--- src/rtl/mcu_single_cycle_lcd.sv ---
// Rotary/button controlled 8-bit value register with HD44780-style 4-bit LCD
// front end that prints the value as two hex digits.
module mcu_single_cycle_lcd #(
  parameter int unsigned CLK_HZ  = 50_000_000,
  parameter int unsigned DEB_CYC = 50_000
) (
  input  logic       clk_in,
  input  logic       nClear,
  input  logic       clk_en,
  input  logic       btn,
  input  logic       rot_a,
  input  logic       rot_b,
  output logic [7:0] display,
  output logic [3:0] lcd_dataout,
  output logic [2:0] lcd_control
);

  function automatic int unsigned at_least_1(input int unsigned n);
    return (n == 0) ? 1 : n;
  endfunction

  // LCD delays in clock cycles; scaled before multiplying to stay in 32 bits
  localparam int unsigned T_PWR    = at_least_1((CLK_HZ / 1000) * 15);
  localparam int unsigned T_4M1    = at_least_1((CLK_HZ / 10000) * 41);
  localparam int unsigned T_100U   = at_least_1(CLK_HZ / 10000);
  localparam int unsigned T_40U    = at_least_1(CLK_HZ / 25000);
  localparam int unsigned T_1U     = at_least_1(CLK_HZ / 1000000);
  localparam int unsigned T_1M64   = at_least_1((CLK_HZ / 100000) * 164);
  localparam int unsigned T_SETUP  = 2;
  localparam int unsigned T_STROBE = 12;
  localparam int unsigned T_HOLD   = 2;
  localparam int unsigned DEB_LIM  = at_least_1(DEB_CYC);
  localparam int unsigned DW       = $clog2(DEB_LIM + 1);

  // ---------------------------------------------------------------------------
  // Input conditioning: bit 0 = btn, bit 1 = rot_a, bit 2 = rot_b
  // ---------------------------------------------------------------------------
  logic [2:0]    raw, sync1, sync2, deb;
  logic [1:0]    deb_prev;
  logic [DW-1:0] deb_cnt [3];

  assign raw = {rot_b, rot_a, btn};

  // Two-flop synchronizers followed by stable-time debouncers
  always_ff @(posedge clk_in or posedge nClear) begin
    if (nClear) begin
      sync1    <= '0;
      sync2    <= '0;
      deb      <= '0;
      deb_prev <= '0;
      for (int unsigned i = 0; i < 3; i++) deb_cnt[i] <= '0;
    end else if (clk_en) begin
      sync1    <= raw;
      sync2    <= sync1;
      deb_prev <= deb[1:0];
      for (int unsigned i = 0; i < 3; i++) begin
        if (sync2[i] == deb[i]) begin
          deb_cnt[i] <= '0;
        end else if (deb_cnt[i] == DW'(DEB_LIM - 1)) begin
          deb[i]     <= sync2[i];
          deb_cnt[i] <= '0;
        end else begin
          deb_cnt[i] <= deb_cnt[i] + 1'b1;
        end
      end
    end
  end

  logic       btn_rise, a_rise;
  logic [7:0] v;

  assign btn_rise = deb[0] & ~deb_prev[0];
  assign a_rise   = deb[1] & ~deb_prev[1];

  // Value register: button clears (and wins), rot_a edge steps by rot_b direction
  always_ff @(posedge clk_in or posedge nClear) begin
    if (nClear) begin
      v <= '0;
    end else if (clk_en) begin
      if (btn_rise)    v <= '0;
      else if (a_rise) v <= deb[2] ? v - 8'd1 : v + 8'd1;
    end
  end

  assign display = v;

  // ---------------------------------------------------------------------------
  // LCD sequencer
  // ---------------------------------------------------------------------------
  typedef enum logic [2:0] {PWR_WAIT, INIT, IDLE, SET_ADDR, WR_HI, WR_LO, DONE} lcd_state_t;
  typedef enum logic [1:0] {PH_SETUP, PH_STROBE, PH_HOLD, PH_WAIT} phase_t;

  lcd_state_t  state, state_n;
  phase_t      phase, phase_n;
  logic [31:0] timer, timer_n, wait_cur;
  logic [3:0]  step, step_n;
  logic [7:0]  wr_val, wr_val_n, last_val, last_val_n;
  logic [3:0]  nib_q;
  logic        rs_q, e_q, e_n;
  logic [4:0]  cmd_n;

  function automatic logic [7:0] hex_char(input logic [3:0] d);
    return (d < 4'd10) ? (8'h30 + {4'h0, d}) : (8'h37 + {4'h0, d});
  endfunction

  // {RS, nibble} presented while in state st at step stp.
  // INIT steps 0..3 are the single wake-up nibbles, 4..11 the four config bytes.
  function automatic logic [4:0] cmd_of(input lcd_state_t st, input logic [3:0] stp,
                                        input logic [7:0] val);
    logic [7:0] b;
    logic [4:0] c;
    b = 8'h00;
    c = 5'h00;
    case (st)
      INIT: begin
        case (stp)
          4'd0, 4'd1, 4'd2:  c = 5'h03;
          4'd3, 4'd4:        c = 5'h02;
          4'd5:              c = 5'h08;
          4'd6, 4'd8, 4'd10: c = 5'h00;
          4'd7:              c = 5'h06;
          4'd9:              c = 5'h0C;
          default:           c = 5'h01;
        endcase
      end
      SET_ADDR, WR_HI, WR_LO: begin
        if (st == SET_ADDR)   b = 8'h80;
        else if (st == WR_HI) b = hex_char(val[7:4]);
        else                  b = hex_char(val[3:0]);
        c = {st != SET_ADDR, stp[0] ? b[3:0] : b[7:4]};
      end
      default: c = 5'h00;
    endcase
    return c;
  endfunction

  // Wait after the hold phase: 1 us between byte halves, 40 us after a byte
  function automatic logic [31:0] wait_of(input lcd_state_t st, input logic [3:0] stp);
    logic [31:0] w;
    w = 32'(T_40U);
    if (st == INIT) begin
      case (stp)
        4'd0:                         w = 32'(T_4M1);
        4'd1:                         w = 32'(T_100U);
        4'd2, 4'd3, 4'd5, 4'd7, 4'd9: w = 32'(T_40U);
        4'd4, 4'd6, 4'd8, 4'd10:      w = 32'(T_1U);
        default:                      w = 32'(T_1M64);
      endcase
    end else if (!stp[0]) begin
      w = 32'(T_1U);
    end
    return w;
  endfunction

  // Next-state logic: each nibble runs setup -> strobe -> hold -> wait.
  // Outputs are registered from the next-state values so data, RS and E
  // change together with the phase that owns them.
  always_comb begin
    state_n    = state;
    phase_n    = phase;
    timer_n    = timer + 32'd1;
    step_n     = step;
    wr_val_n   = wr_val;
    last_val_n = last_val;
    wait_cur   = wait_of(state, step);
    case (state)
      PWR_WAIT: begin
        if (timer == 32'(T_PWR - 1)) begin
          state_n = INIT;
          phase_n = PH_SETUP;
          step_n  = '0;
          timer_n = '0;
        end
      end
      IDLE: begin
        timer_n = '0;
        if (v != last_val) begin
          state_n  = SET_ADDR;
          phase_n  = PH_SETUP;
          step_n   = '0;
          wr_val_n = v;
        end
      end
      DONE: begin
        timer_n    = '0;
        last_val_n = wr_val;
        state_n    = IDLE;
      end
      INIT, SET_ADDR, WR_HI, WR_LO: begin
        case (phase)
          PH_SETUP: if (timer == 32'(T_SETUP - 1)) begin
            phase_n = PH_STROBE;
            timer_n = '0;
          end
          PH_STROBE: if (timer == 32'(T_STROBE - 1)) begin
            phase_n = PH_HOLD;
            timer_n = '0;
          end
          PH_HOLD: if (timer == 32'(T_HOLD - 1)) begin
            phase_n = PH_WAIT;
            timer_n = '0;
          end
          default: if (timer == wait_cur - 32'd1) begin
            phase_n = PH_SETUP;
            timer_n = '0;
            if (state == INIT) begin
              if (step == 4'd11) begin
                state_n  = SET_ADDR;
                step_n   = '0;
                wr_val_n = v;
              end else begin
                step_n = step + 4'd1;
              end
            end else if (!step[0]) begin
              step_n = 4'd1;
            end else begin
              step_n = '0;
              case (state)
                SET_ADDR: state_n = WR_HI;
                WR_HI:    state_n = WR_LO;
                default:  state_n = DONE;
              endcase
            end
          end
        endcase
      end
      default: begin
        state_n = PWR_WAIT;
        phase_n = PH_SETUP;
        timer_n = '0;
      end
    endcase
    cmd_n = cmd_of(state_n, step_n, wr_val_n);
    e_n   = (phase_n == PH_STROBE) &&
            (state_n == INIT || state_n == SET_ADDR || state_n == WR_HI || state_n == WR_LO);
  end

  // LCD sequencer state and output registers
  always_ff @(posedge clk_in or posedge nClear) begin
    if (nClear) begin
      state    <= PWR_WAIT;
      phase    <= PH_SETUP;
      timer    <= '0;
      step     <= '0;
      wr_val   <= '0;
      last_val <= '0;
      nib_q    <= '0;
      rs_q     <= 1'b0;
      e_q      <= 1'b0;
    end else if (clk_en) begin
      state    <= state_n;
      phase    <= phase_n;
      timer    <= timer_n;
      step     <= step_n;
      wr_val   <= wr_val_n;
      last_val <= last_val_n;
      nib_q    <= cmd_n[3:0];
      rs_q     <= cmd_n[4];
      e_q      <= e_n;
    end
  end

  assign lcd_dataout = nib_q;
  assign lcd_control = {e_q, rs_q, 1'b0};

endmodule

--- config.mk ---
export PLATFORM = sky130hd
export DESIGN_NAME = mcu_single_cycle_lcd
export DESIGN_NICKNAME = d
export VERILOG_FILES = /design/src/rtl/mcu_single_cycle_lcd.sv
export SDC_FILE = /design/constraint.sdc
export NUM_CORES = 1
export LEC_CHECK = 0
export CAP_MARGIN = 20
export CORE_ASPECT_RATIO = 1.5
export CORE_MARGIN = 1.5
export CORE_UTILIZATION = 65
export CTS_CLUSTER_SIZE = 16
export DETAILED_ROUTE_END_ITERATION = 7
export PLACE_DENSITY = 0.83
export RECOVER_POWER = 25
export SLEW_MARGIN = 20
export SYNTH_ARGS = -nofsm -noshare
export SYNTH_HDL_FRONTEND = slang
export SYNTH_SLANG_ARGS = --single-unit
--- constraint.sdc ---
create_clock -name clk_in -period 10.4 [get_ports clk_in]
set_input_delay 1.56 -clock clk_in [delete_from_list [all_inputs] [get_ports clk_in]]
set_output_delay 1.56 -clock clk_in [all_outputs]
set_load 0.01 [all_outputs]
## Yosys cells after proc, flatten, opt, wreduce, memory -nomap -nowiden

Memories as Yosys holds them, arrays and structs flattened.
Cells that the tools add are included.

| storage, ports and cells | value |
|---|---|
| word-level logic and storage cells | 138 |
| output and inout port bits | 15 |
| memories kept | 2 |
| bits in read-only memories | 288 |
| bits in registers | 130 |
| bits of input ports | 6 |

Memories:

| name | depth | width | rd ports | clocked after Yosys merged registers in | wr ports | RTL line | source |
|---|---|---|---|---|---|---|---|
| (no name shown) | 16 | 14 | 1 | 0 | 0 | 142 | `case (stp)` |
| (no name shown) | 16 | 4 | 1 | 0 | 0 | 116 | `case (stp)` |

| operators by class | value |
|---|---|
| $lt $le $gt $ge | 2 |
| reduce and logical (&&, ||, !) cells | 16 |
| equal/unequal tests | 26 |
| mux-type cells | 54 |
| add/subtract/negate cells | 12 |
| bitwise operators | 7 |

Operator list:

| kind | number |
|---|---|
| two-way mux 32 bit | 5 |
| case mux 32 bit (2 select lines) | 2 |
| two-way mux 16 bit | 6 |
| two-way mux 8 bit | 9 |
| adder 16 x 1 -> 16 bit (second input constant) | 3 |
| equality test 16 bit (second input constant) | 3 |
| adder 32 x 1 -> 32 bit (second input constant) | 1 |
| equality test 32 x 1 -> 1 bit (second input constant) | 1 |
| equality test 32 x 20 -> 1 bit (second input constant) | 1 |
| equality test 32 bit | 1 |
| equality test 32 x 4 -> 1 bit (second input constant) | 1 |
| subtractor 32 x 1 -> 32 bit (second input constant) | 1 |
| adder 6 x 4 -> 7 bit (first input constant) | 4 |
| two-way mux 4 bit | 7 |
| two-way mux 3 bit | 7 |
| two-way mux 7 bit | 3 |
| case mux 8 bit (2 select lines) | 1 |
| equality test 3 bit (second input constant) | 5 |
| two-way mux 2 bit | 6 |
| case mux 3 bit (4 select lines) | 1 |
| case mux 4 bit (3 select lines) | 1 |
| two-way mux 11 bit | 1 |
| case mux 5 bit (2 select lines) | 1 |
| equality test 3 x 2 -> 1 bit (second input constant) | 3 |
| other kinds (27) | 43 |

## Depth between registers and ports, before layout

Gate-level depths: netlist of run 1.

| depth | value |
|---|---|
| depth after elaboration | 13 |
| gate-level depth with buffers | 22 |
| gate-level depth less buffers | 19 |

## Worst setup path before layout of run 1

OpenSTA, ideal clock, no wires.

| path | value |
|---|---|
| path type | register to register |
| from | reg step[2] |
| to | reg nib_q[2] (netlist: lcd_dataout[2]) |
| path buffers | 3 |
| slack | 6199 ps |
| data required time | 10305 ps |
| period minus slack after synthesis | 4201 ps |
| stages on the path, launching flop included | 23 |
| arrival | 4105 ps |
| library setup time | 95 ps |
| cells stage by stage | dfrtp_1 -> clkbuf_1 -> nand2b_1 -> a31oi_1 -> inv_1 -> ha_1 -> xnor2_1 -> nor4_1 -> and4b_1 -> o2111ai_1 -> nor4b_4 -> a21oi_2 -> buf_6 -> buf_2 -> mux2i_1 -> ha_1 -> nand2_1 -> nor3b_1 -> a21oi_1 -> mux2i_1 -> nand2_1 -> o311a_1 -> o31ai_1 |

| on the way | value |
|---|---|
| longest elaborated chain between the ends | 13 |
| elaborated cells on any way between the ends | 41 |
| those cells by class | 6 x add/sub; 2 x order compare; 6 x eq/ne; 24 x mux; 1 x reduce/logical; 2 x memory |

Ends and longest elaborated chain:

| element | RTL line | source |
|---|---|---|
| start, declared | 96 | `logic [3:0] step, step_n;` |
| start signal, assigned | 254 | `step <= step_n;` |
| memory read (16 x 14 bit) | n/a |  |
| two-way mux 32 bit | 141 | `if (st == INIT) begin` |
| subtractor 32 x 1 -> 32 bit | 203 | `default: if (timer == wait_cur - 32'd1) begin` |
| equality test 32 bit | 203 |  |
| two-way mux 8 bit | 203 |  |
| two-way mux 8 bit | 190 | `case (phase)` |
| case mux 8 bit (2 select lines) | 166 | `case (state)` |
| adder 6 x 4 -> 7 bit or less-than comparator 4 bit (tied branches) | 103 | `return (d < 4'd10) ? (8'h30 + {4'h0, d}) : (8'h37 + {4'h0, d});` |
| two-way mux 7 bit | 103 |  |
| two-way mux 7 bit | 128 | `else if (st == WR_HI) b = hex_char(val[7:4]);` |
| two-way mux 8 bit | 127 | `if (st == SET_ADDR) b = 8'h80;` |
| two-way mux 4 bit | 130 | `c = {st != SET_ADDR, stp[0] ? b[3:0] : b[7:4]};` |
| case mux 5 bit (2 select lines) * | 114 | `case (st)` |
| end signal, assigned | 257 | `nib_q <= cmd_n[3:0];` |
| end, declared | 98 | `logic [3:0] nib_q;` |

Every way passes the cells marked *; elsewhere a longest branch is shown, timed or not.
A chain may end at the register's enable or synchronous reset.

## Final worst setup path of run 1

| path | value |
|---|---|
| from | reg state[2] |
| to | reg nib_q[2] (netlist: lcd_dataout[2]) |

| on the way | value |
|---|---|
| longest elaborated chain between the ends | 13 |
| elaborated cells on any way between the ends | 46 |
| those cells by class | 5 x add/sub; 2 x order compare; 11 x eq/ne; 24 x mux; 3 x reduce/logical; 1 x memory |

Ends and longest elaborated chain:

| element | RTL line | source |
|---|---|---|
| start, declared | 93 | `lcd_state_t state, state_n;` |
| start signal, assigned | 251 | `state <= state_n;` |
| equality test 3 x 1 -> 1 bit | 141, 166, 206 |  |
| two-way mux 32 bit | 141 |  |
| subtractor 32 x 1 -> 32 bit | 203 |  |
| equality test 32 bit | 203 |  |
| two-way mux 8 bit | 203 |  |
| two-way mux 8 bit | 190 |  |
| case mux 8 bit (2 select lines) | 166 |  |
| adder 6 x 4 -> 7 bit or less-than comparator 4 bit (tied branches) | 103 |  |
| two-way mux 7 bit | 103 |  |
| two-way mux 7 bit | 128 |  |
| two-way mux 8 bit | 127 |  |
| two-way mux 4 bit | 130 |  |
| case mux 5 bit (2 select lines) * | 114 |  |

Marks and branches as above.

==> results.md, run 1 <==
* Status: finished with violations
* Failing checks: capacitance limit, slew limit
* Syn_area_per_cell at ~9.0 um2
* DP Wirelength at between 10000 and 15000 um
* Chip Height at 139 um
* Placed cells at 1020
* RR Startpoint: state[2]$_DFFE_PP0P_
* Post-cts sizing count at 0
* Setup violations, final at 0
* Final worst path period need at 5110 ps
* Initial DRC Count at 515
* Top-area cell type share of the netlist area at 40.5%
* Worst hold path type: reg -> reg
* PortBufs at 19
* Worst setup SP type: flip-flop
* Core Region at roughly 12000 um2
* Clk_lat worst skew at 420 ps
* First-pass GRT wire length at 32200 um
* Slew Limit Fails at between 80 and 90
* CTS buffer count at 17
* Fin util at 73.3%
* Antenna cells at 0
* Max Clock Skew at 8.79 ps
* CP max stage cell: dfrtp_1
* Worst Path Required at 10720 ps
* Critical Path AT at 5440 ps
* DRC errors left at 0
* Worst R2R Path Depth at 21
* Hold EP: deb_cnt[15]$_DFFE_PP0P_
* Clock sinks at 130
* Vias at approximately 6800
* Area grow syn2layout at 9.54%
* CP Cell Sequence: nor3b_1 -> buf_4 -> a31oi_1 -> inv_1 -> ha_1 -> xnor2_1 -> nor4_1 -> and4b_1 -> o2111ai_1 -> nor4b_4 -> a21oi_2 -> buf_4 -> mux2i_1 -> ha_1 -> nand2_1 -> nor3b_1 -> a21oi_1 -> mux2i_1 -> nand2_1 -> o311a_1 -> o31ai_1
* FMAX at 196 MHz
* Layout Cells excl Fill at about 1100
* Maxcap violations at 1
* Synth area leaders: dfrtp_1 (40%), o21ai_0 (5.1%), mux2_2 (3.9%), nor2_1 (3.9%), xor2_1 (3.5%)
* Worst hold path stage count at 1
* CTS Hold Bufs at 0
* RR Endpoint: lcd_dataout[2]$_DFFE_PP0P_
* Largest stage delay, worst path at 720 ps
* RSZ-0062 raised after global routing: false
* Die X at 93.8 um
* Layout Nets at 914
* Most frequent cell after synthesis: dfrtp_1
* CTS max path bufs at 2
* DP Area at 8250 um2
* Routed len/inst at 18.0 um
* Largest net degree at the start of global routing at 82
* Commonest cells in the netlist: dfrtp_1 (130), nor2_1 (84), o21ai_0 (82), nand2_1 (74), nand3_1 (42)
* Vias/cell at 6.43
* Final ANT Viol Nets at 0
* Total Neg Setup Slack at 0 ps
* R2R setup slack at 5290 ps
* Post-Route WL at about 19000 um
* Worst-path clk slew at about 60 ps
* Worst rel slew slack at -133%
* Lkg Pwr at around 4 nW
* Floorplan row count at 49
* Share of cells above drive strength 1 at around 8.8%
* Post-Syn Nets at 918
* Worst-margin pin slew at about 3500 ps
* Top Ports at 21
* Critical path type: reg -> reg
* Hold_sp: deb_cnt[15]$_DFFE_PP0P_
* CP Capture Type: flip-flop
* Initial Util at 66.9%
* Max IR drop VDD at 0.143 mV
* FF+latch count, synth at 130
* Critical Path Fanout Max at 22
* Cell area after synthesis at ~8000 um2
* Asr flop ratio synth at 100%
* GRT Total Usage at 30.9%
* CTS tree: yes
* Setup Buffers After CTS at 0
* Top_reg_cell synth: dfrtp_1
* Pwr Density at 185 nW/um2
* Initial antenna violation count at 0
* Htree depth at 4
* Finished Cell Area at 8800 um2
* Die area at 13100 um2
* Yosys warning count at 0
* Initial DRT Pass Iterations at 5
* Seq/Total Area, Yosys at 40.5%
* Tcrit/Tclk final at 49.2%
* Total grt overflow at 0
* Routability congestion estimate at 0.921
* Root Buffer: clkbuf_16
* Final hold slack at 498 ps
* EDFF count, synth at 0
* Leading area contributor after synthesis: dfrtp_1
* Distinct cells, synth at 73
* Post-synthesis instance total at 890
* Vias in the first global route at 6800
* Final Hold Vio Count at 0
[how the worst max path moves through the flow]
stage / startpoint / to / slack (ps)
floorplan: nClear / deb[0]$_DFFE_PP0P_ / 5370
global placement: state[2]$_DFFE_PP0P_ / lcd_dataout[2]$_DFFE_PP0P_ / 5820
detailed placement: state[2]$_DFFE_PP0P_ / lcd_dataout[2]$_DFFE_PP0P_ / 5570
CTS: state[2]$_DFFE_PP0P_ / lcd_dataout[2]$_DFFE_PP0P_ / 5480
global route: state[2]$_DFFE_PP0P_ / lcd_dataout[2]$_DFFE_PP0P_ / 4930
finish: state[2]$_DFFE_PP0P_ / lcd_dataout[2]$_DFFE_PP0P_ / 5290
[cells by family (layout without fill, tap and decap cells)]
kind of cell | after synthesis | after routing | share of synthesized area (%)
AND/OR/NAND/NOR | 351 | 351 | 22.9
AO/OA/AOI/OAI | 202 | 202 | 16.0
flip-flops | 130 | 130 | 40.5
buffers and inverters | 73 | 82 | 3.75
XOR/XNOR | 62 | 62 | 6.76
multiplexers | 49 | 49 | 6.60
adder cells (fa/ha/maj) | 22 | 22 | 3.52
other | 1 | 1 | 0.0467
[sequential cells by signal, summed over array words and instances, names as in the netlist, 3 cells and up]
signal and count:
last_val 8, sync1 3, sync2 3, state 3, step 4, lcd_dataout 4
deb_cnt 48, display 8, timer 32, wr_val 8, deb 3
[metrics by stage]
stage	power [mW]	setup WS [ps]
final	1.63	5290
after floorplan	0.958	5370
after CTS	1.62	5480
after global placement	1.05	5820
after global routing	1.71	4930
after detailed placement	1.07	5570
[power breakdown]
part           total, mW  switching [mW]  internal (mW)  leakage (nW)
combinational      0.452           0.269          0.182          1.87
clock              0.557           0.237          0.320         0.260
sequential         0.621          0.0711          0.550          1.76
[per-layer routing]
layer	part of all wire [%]	up-vias	track usage, %	wire length, um
met2	54	231	54.4	10200
met3	4.2	47	5.43	788
met5	0	-	0	0
li1	-	3202	-	-
met1	39	3287	36.5	7460
met4	2.9	0	12.6	546
[worst max-delay path: cells and delay by family, from the launching register on]
family	cells	cell delay, ps
buf+inv	3	530
compound gates	6	1010
mux	2	470
simple gates	7	1550
fa+ha+maj	2	580
flops	1	720
xor+xnor	1	140
[cells in the final DEF (no fill, tap or decap), drive strengths merged, types with 9 or more instances in the layout]
| cell | n |
|---|---|
| inv | 28 |
| ha | 21 |
| xnor2 | 30 |
| nor2 | 84 |
| nor4b | 9 |
| nor3 | 10 |
| mux2 | 29 |
| mux2i | 20 |
| xor2 | 32 |
| and3 | 37 |
| clkbuf | 20 |
| nand4 | 24 |
| nand3 | 42 |
| nor2b | 10 |
| nor4 | 10 |
| nand2b | 12 |
| a22o | 17 |
| o21ai | 83 |
| nand2 | 74 |
| clkdlybuf4s50 | 17 |
| dfrtp | 130 |
| a21oi | 39 |
[layout make-up]
cell class                      instances  area (um2)
Clock inverter                         13         103
Clock buffer                           19         453
Timing Repair Buffer                   25         226
Inverter                               25        95.1
Sequential cell                       130        3250
Tap cell                              153         191
Multi-Input combinational cell        687        4480
Fill cell                             870        3210
No activity file was read; power rests on OpenSTA's default activity.
==> inputs of run 2 (changes only) <==
--- a/config.mk
+++ b/config.mk
@@ -8,10 +8,10 @@
 export CAP_MARGIN = 20
 export CORE_ASPECT_RATIO = 1.5
 export CORE_MARGIN = 1.5
-export CORE_UTILIZATION = 65
+export CORE_UTILIZATION = 57
 export CTS_CLUSTER_SIZE = 16
 export DETAILED_ROUTE_END_ITERATION = 7
-export PLACE_DENSITY = 0.83
+export PLACE_DENSITY = 0.77
 export RECOVER_POWER = 25
 export SLEW_MARGIN = 20
 export SYNTH_ARGS = -nofsm -noshare
==> constraint.sdc (replaced) <==
create_clock -name clk_in -period 4.4 [get_ports clk_in]
set_input_delay 0.66 -clock clk_in [delete_from_list [all_inputs] [get_ports clk_in]]
set_output_delay 0.66 -clock clk_in [all_outputs]
set_load 0.01 [all_outputs]
==> run 2 against run 1 <==
  * The run still ends with capacitance limit, slew limit left
  * Register-to-register slack got worse by 5000 ps
  * Flip-flop and latch count unchanged
  * Via count decreased by 1.0%
  * First-iteration DRC count increased by 9.9%
  * Wire length decreased by 2.1%
  * Utilization decreased by 8.9 points
  * Critical path depth decreased by 3
  * Critical path type unchanged
==> results.md, run 2 (synthesis gave the netlist of run 1 again) <==
* Status: finished with violations (unchanged)
* Failing checks: capacitance limit, slew limit (unchanged)
* Top Metal Used: met4 (unchanged)
* Routability congestion estimate at 0.889 (was 0.921)
* Antenna cells at 0 (unchanged)
* Initial DRT Pass Iterations at 5 (unchanged)
* Area grow syn2layout at 11.5% (was 9.54%)
* Worst-margin pin slew at 2100 ps (was 3480 ps)
* CTS tree: yes (unchanged)
* Biggest regs: deb_cnt: 48 flops, timer: 32 flops (unchanged)
* Post-Route WL at 18600 um (was 19000 um)
* Met3 wire length at 570 um (was 788 um)
* Critical path type: reg -> reg (unchanged)
* Root Buffer: clkbuf_16 (unchanged)
* Setup violations, final at 0 (unchanged)
* GRT Total Usage at 26.3% (was 30.9%)
* Share of cells above drive strength 1 at 10.2% (was 8.79%)
* Critical Path Fanout Max at 12 (was 22)
* Area of the multi-input gates at 4490 um2 (was 4480 um2)
* Tcrit/Tclk final at 93.1% (was 49.2%)
* Worst-path clk slew at 60 ps (about the same)
* DP Wirelength at 12600 um (was 12900 um)
* Lkg Pwr at 3.97 nW (was 3.89 nW)
* Max Clock Skew at 10.8 ps (was 8.79 ps)
* Initial Util at 57.7% (was 66.9%)
* Commonest non-fill, non-tap cell in the layout: dfrtp_1 (unchanged)
* First-pass GRT wire length at 31200 um (was 32200 um)
* P_sw at 1.37 mW (was 578 uW)
* Worst Path Required at 4700 ps (was 10720 ps)
* Met2 wire length at 9730 um (was 10200 um)
* Fill cell count at 1172 (was 870)
* FMAX at 244 MHz (was 196 MHz)
* Maxcap violations at 3 (was 1)
* Vias in the first global route at 6438 (was 6800)
* Initial antenna violation count at 0 (unchanged)
* Most flop-heavy register: deb_cnt (unchanged)
* Floorplan row count at 53 (was 49)
* Pint at 2.63 mW (was 1.05 mW)
* Clk_lat worst skew at 430 ps (was 420 ps)
* Total Neg Setup Slack at 0 ps (unchanged)
* Placed cells at 1045 (was 1020)
* Pwr Density at 446 nW/um2 (was 185 nW/um2)
* Final ANT Viol Nets at 0 (unchanged)
* Register area at 3250 um2 (unchanged)
* Layout Cells excl Fill at 1078 (was 1052)
* Clock sinks at 130 (unchanged)
* Worst hold path type: reg -> reg (unchanged)
* Final worst path period need at 4090 ps (was 5110 ps)
* Max IR drop VDD at 0.255 mV (was 0.143 mV)
* CTS buffer count at 17 (unchanged)
* DRC errors left at 0 (unchanged)
* Vias/cell at 6.21 (was 6.43)
* Htree depth at 4 (unchanged)
* CP Capture Type: flip-flop (unchanged)
* Worst R2R Path Depth at 18 (was 21)
* Top Ports at 21 (unchanged)
* Max reg flops at 48 (unchanged)
* Die area at 14800 um2 (was 13100 um2)
* Total grt overflow at 0 (unchanged)
* Commonest non-fill, non-tap cells in the layout: dfrtp_1 (130), nor2_1 (84), o21ai_0 (83), nand2_1 (74), nand3_1 (42) (was dfrtp_1 (130), nor2_1 (84), o21ai_0 (82), nand2_1 (74), nand3_1 (42))
* Die X at 100 um (was 93.8 um)
* Worst rel slew slack at -40.2% (was -133%)
* PortBufs at 19 (unchanged)
* RSZ-0062 raised after global routing: false (unchanged)
* Final Hold Vio Count at 0 (unchanged)
* Largest net degree at the start of global routing at 100 (was 82)
* CTS max path bufs at 2 (unchanged)
* Critical Path AT at 4390 ps (was 5440 ps)
* Seq pwr share at 35.5% (was 38.1%)
* Layout Nets at 928 (was 914)
* Core Region at 13900 um2 (was 12000 um2)
* CTS Hold Bufs at 0 (unchanged)
* M1 WL at 7740 um (was 7460 um)
* Worst hold path stage count at 1 (unchanged)
* Chip Height at 148 um (was 139 um)
* Routed len/inst at 17.2 um (was 18.0 um)
* Vias at 6697 (was 6767)
* Gate power share at 29.2% (was 27.7%)
* Worst setup SP type: flip-flop (unchanged)
* Sw Share at 34.2% (was 35.4%)
* Initial DRC Count at 566 (was 515)
* Slew Limit Fails at 192 (was 82)
* Clock network fraction of design power at 35.2% (was 34.2%)
[run 2: timing repair]
item | 4_1_cts | 5_1_grt
setup buffers | 0 | 1
gates resized for setup | 0 | 3
endpoints found under the setup margin | 0 | 2
[run 2: power groups by stage]
stage          Clock, mW  Combinational [mW]  Sequential (mW)
6_report            1.41                1.17             1.42
5_1_grt             1.47                1.29             1.43
4_1_cts             1.42                1.15             1.42
3_5_place_dp           0                1.14             1.44
3_3_place_gp           0                1.13             1.43
2_1_floorplan          0               0.862             1.40
[run 2: stage by stage]
| step | power, mW | area [um2] | utilization, % | setup WS, ps | hold slack [ps] |
|---|---|---|---|---|---|
| final | 3.99 | 8960 | 64.3 | 305 | 489 |
| after global routing | 4.20 | 8960 | 64.3 | 23.3 | 512 |
| after CTS | 3.99 | 8950 | 64.2 | 234 | 484 |
| after detailed placement | 2.57 | 8370 | 60.1 | 321 | 466 |
| after global placement | 2.56 | 8370 | 60.1 | 450 | 462 |
| after floorplan | 2.26 | 8040 | - | 199 | 437 |
[run 2: worst paths after layout]
check                                   startpoint                          to  slack [ps]
min in group asynchronous                   nClear     deb_cnt[28]$_DFFE_PP0P_        1310
min reg2reg                deb_cnt[15]$_DFFE_PP0P_     deb_cnt[15]$_DFFE_PP0P_         490
max                           state[1]$_DFFE_PP0P_  lcd_dataout[0]$_DFFE_PP0P_         310
min                        deb_cnt[15]$_DFFE_PP0P_     deb_cnt[15]$_DFFE_PP0P_         490
max reg2reg                   state[1]$_DFFE_PP0P_  lcd_dataout[0]$_DFFE_PP0P_         310
max in group asynchronous                   nClear         step[3]$_DFFE_PP0P_        1930
[run 2: final cells by class]
type / instances / area share (%)
Clock buffer: 19 / 4.94
Clock inverter: 13 / 1.52
Inverter: 25 / 1.09
Multi-Input combinational cell: 687 / 50.2
Sequential cell: 130 / 36.3
Tap cell: 165 / 2.30
Timing Repair Buffer: 39 / 3.65
[run 2: layer usage]
layer / up-vias / global-route usage (%)
met5: - / 0
met2: 164 / 45.6
li1: 3232 / -
met3: 50 / 4.28
met4: 0 / 12.0
met1: 3251 / 31.8
[run 2: worst max-delay path, cell delays in order, from the launching register on]
cell       delay (ps)
dfrtp_1           440
nor3b_1           200
buf_4             200
a31oi_1           110
inv_1              80
ha_1              240
xnor2_1           140
nor4_1            210
and4b_1           220
o2111ai_1         150
nor4b_4           320
buf_4             190
o21ai_0           130
a22oi_2           190
inv_1             160
ha_1              250
or3_1             390
a32oi_1           220
o211ai_1          120
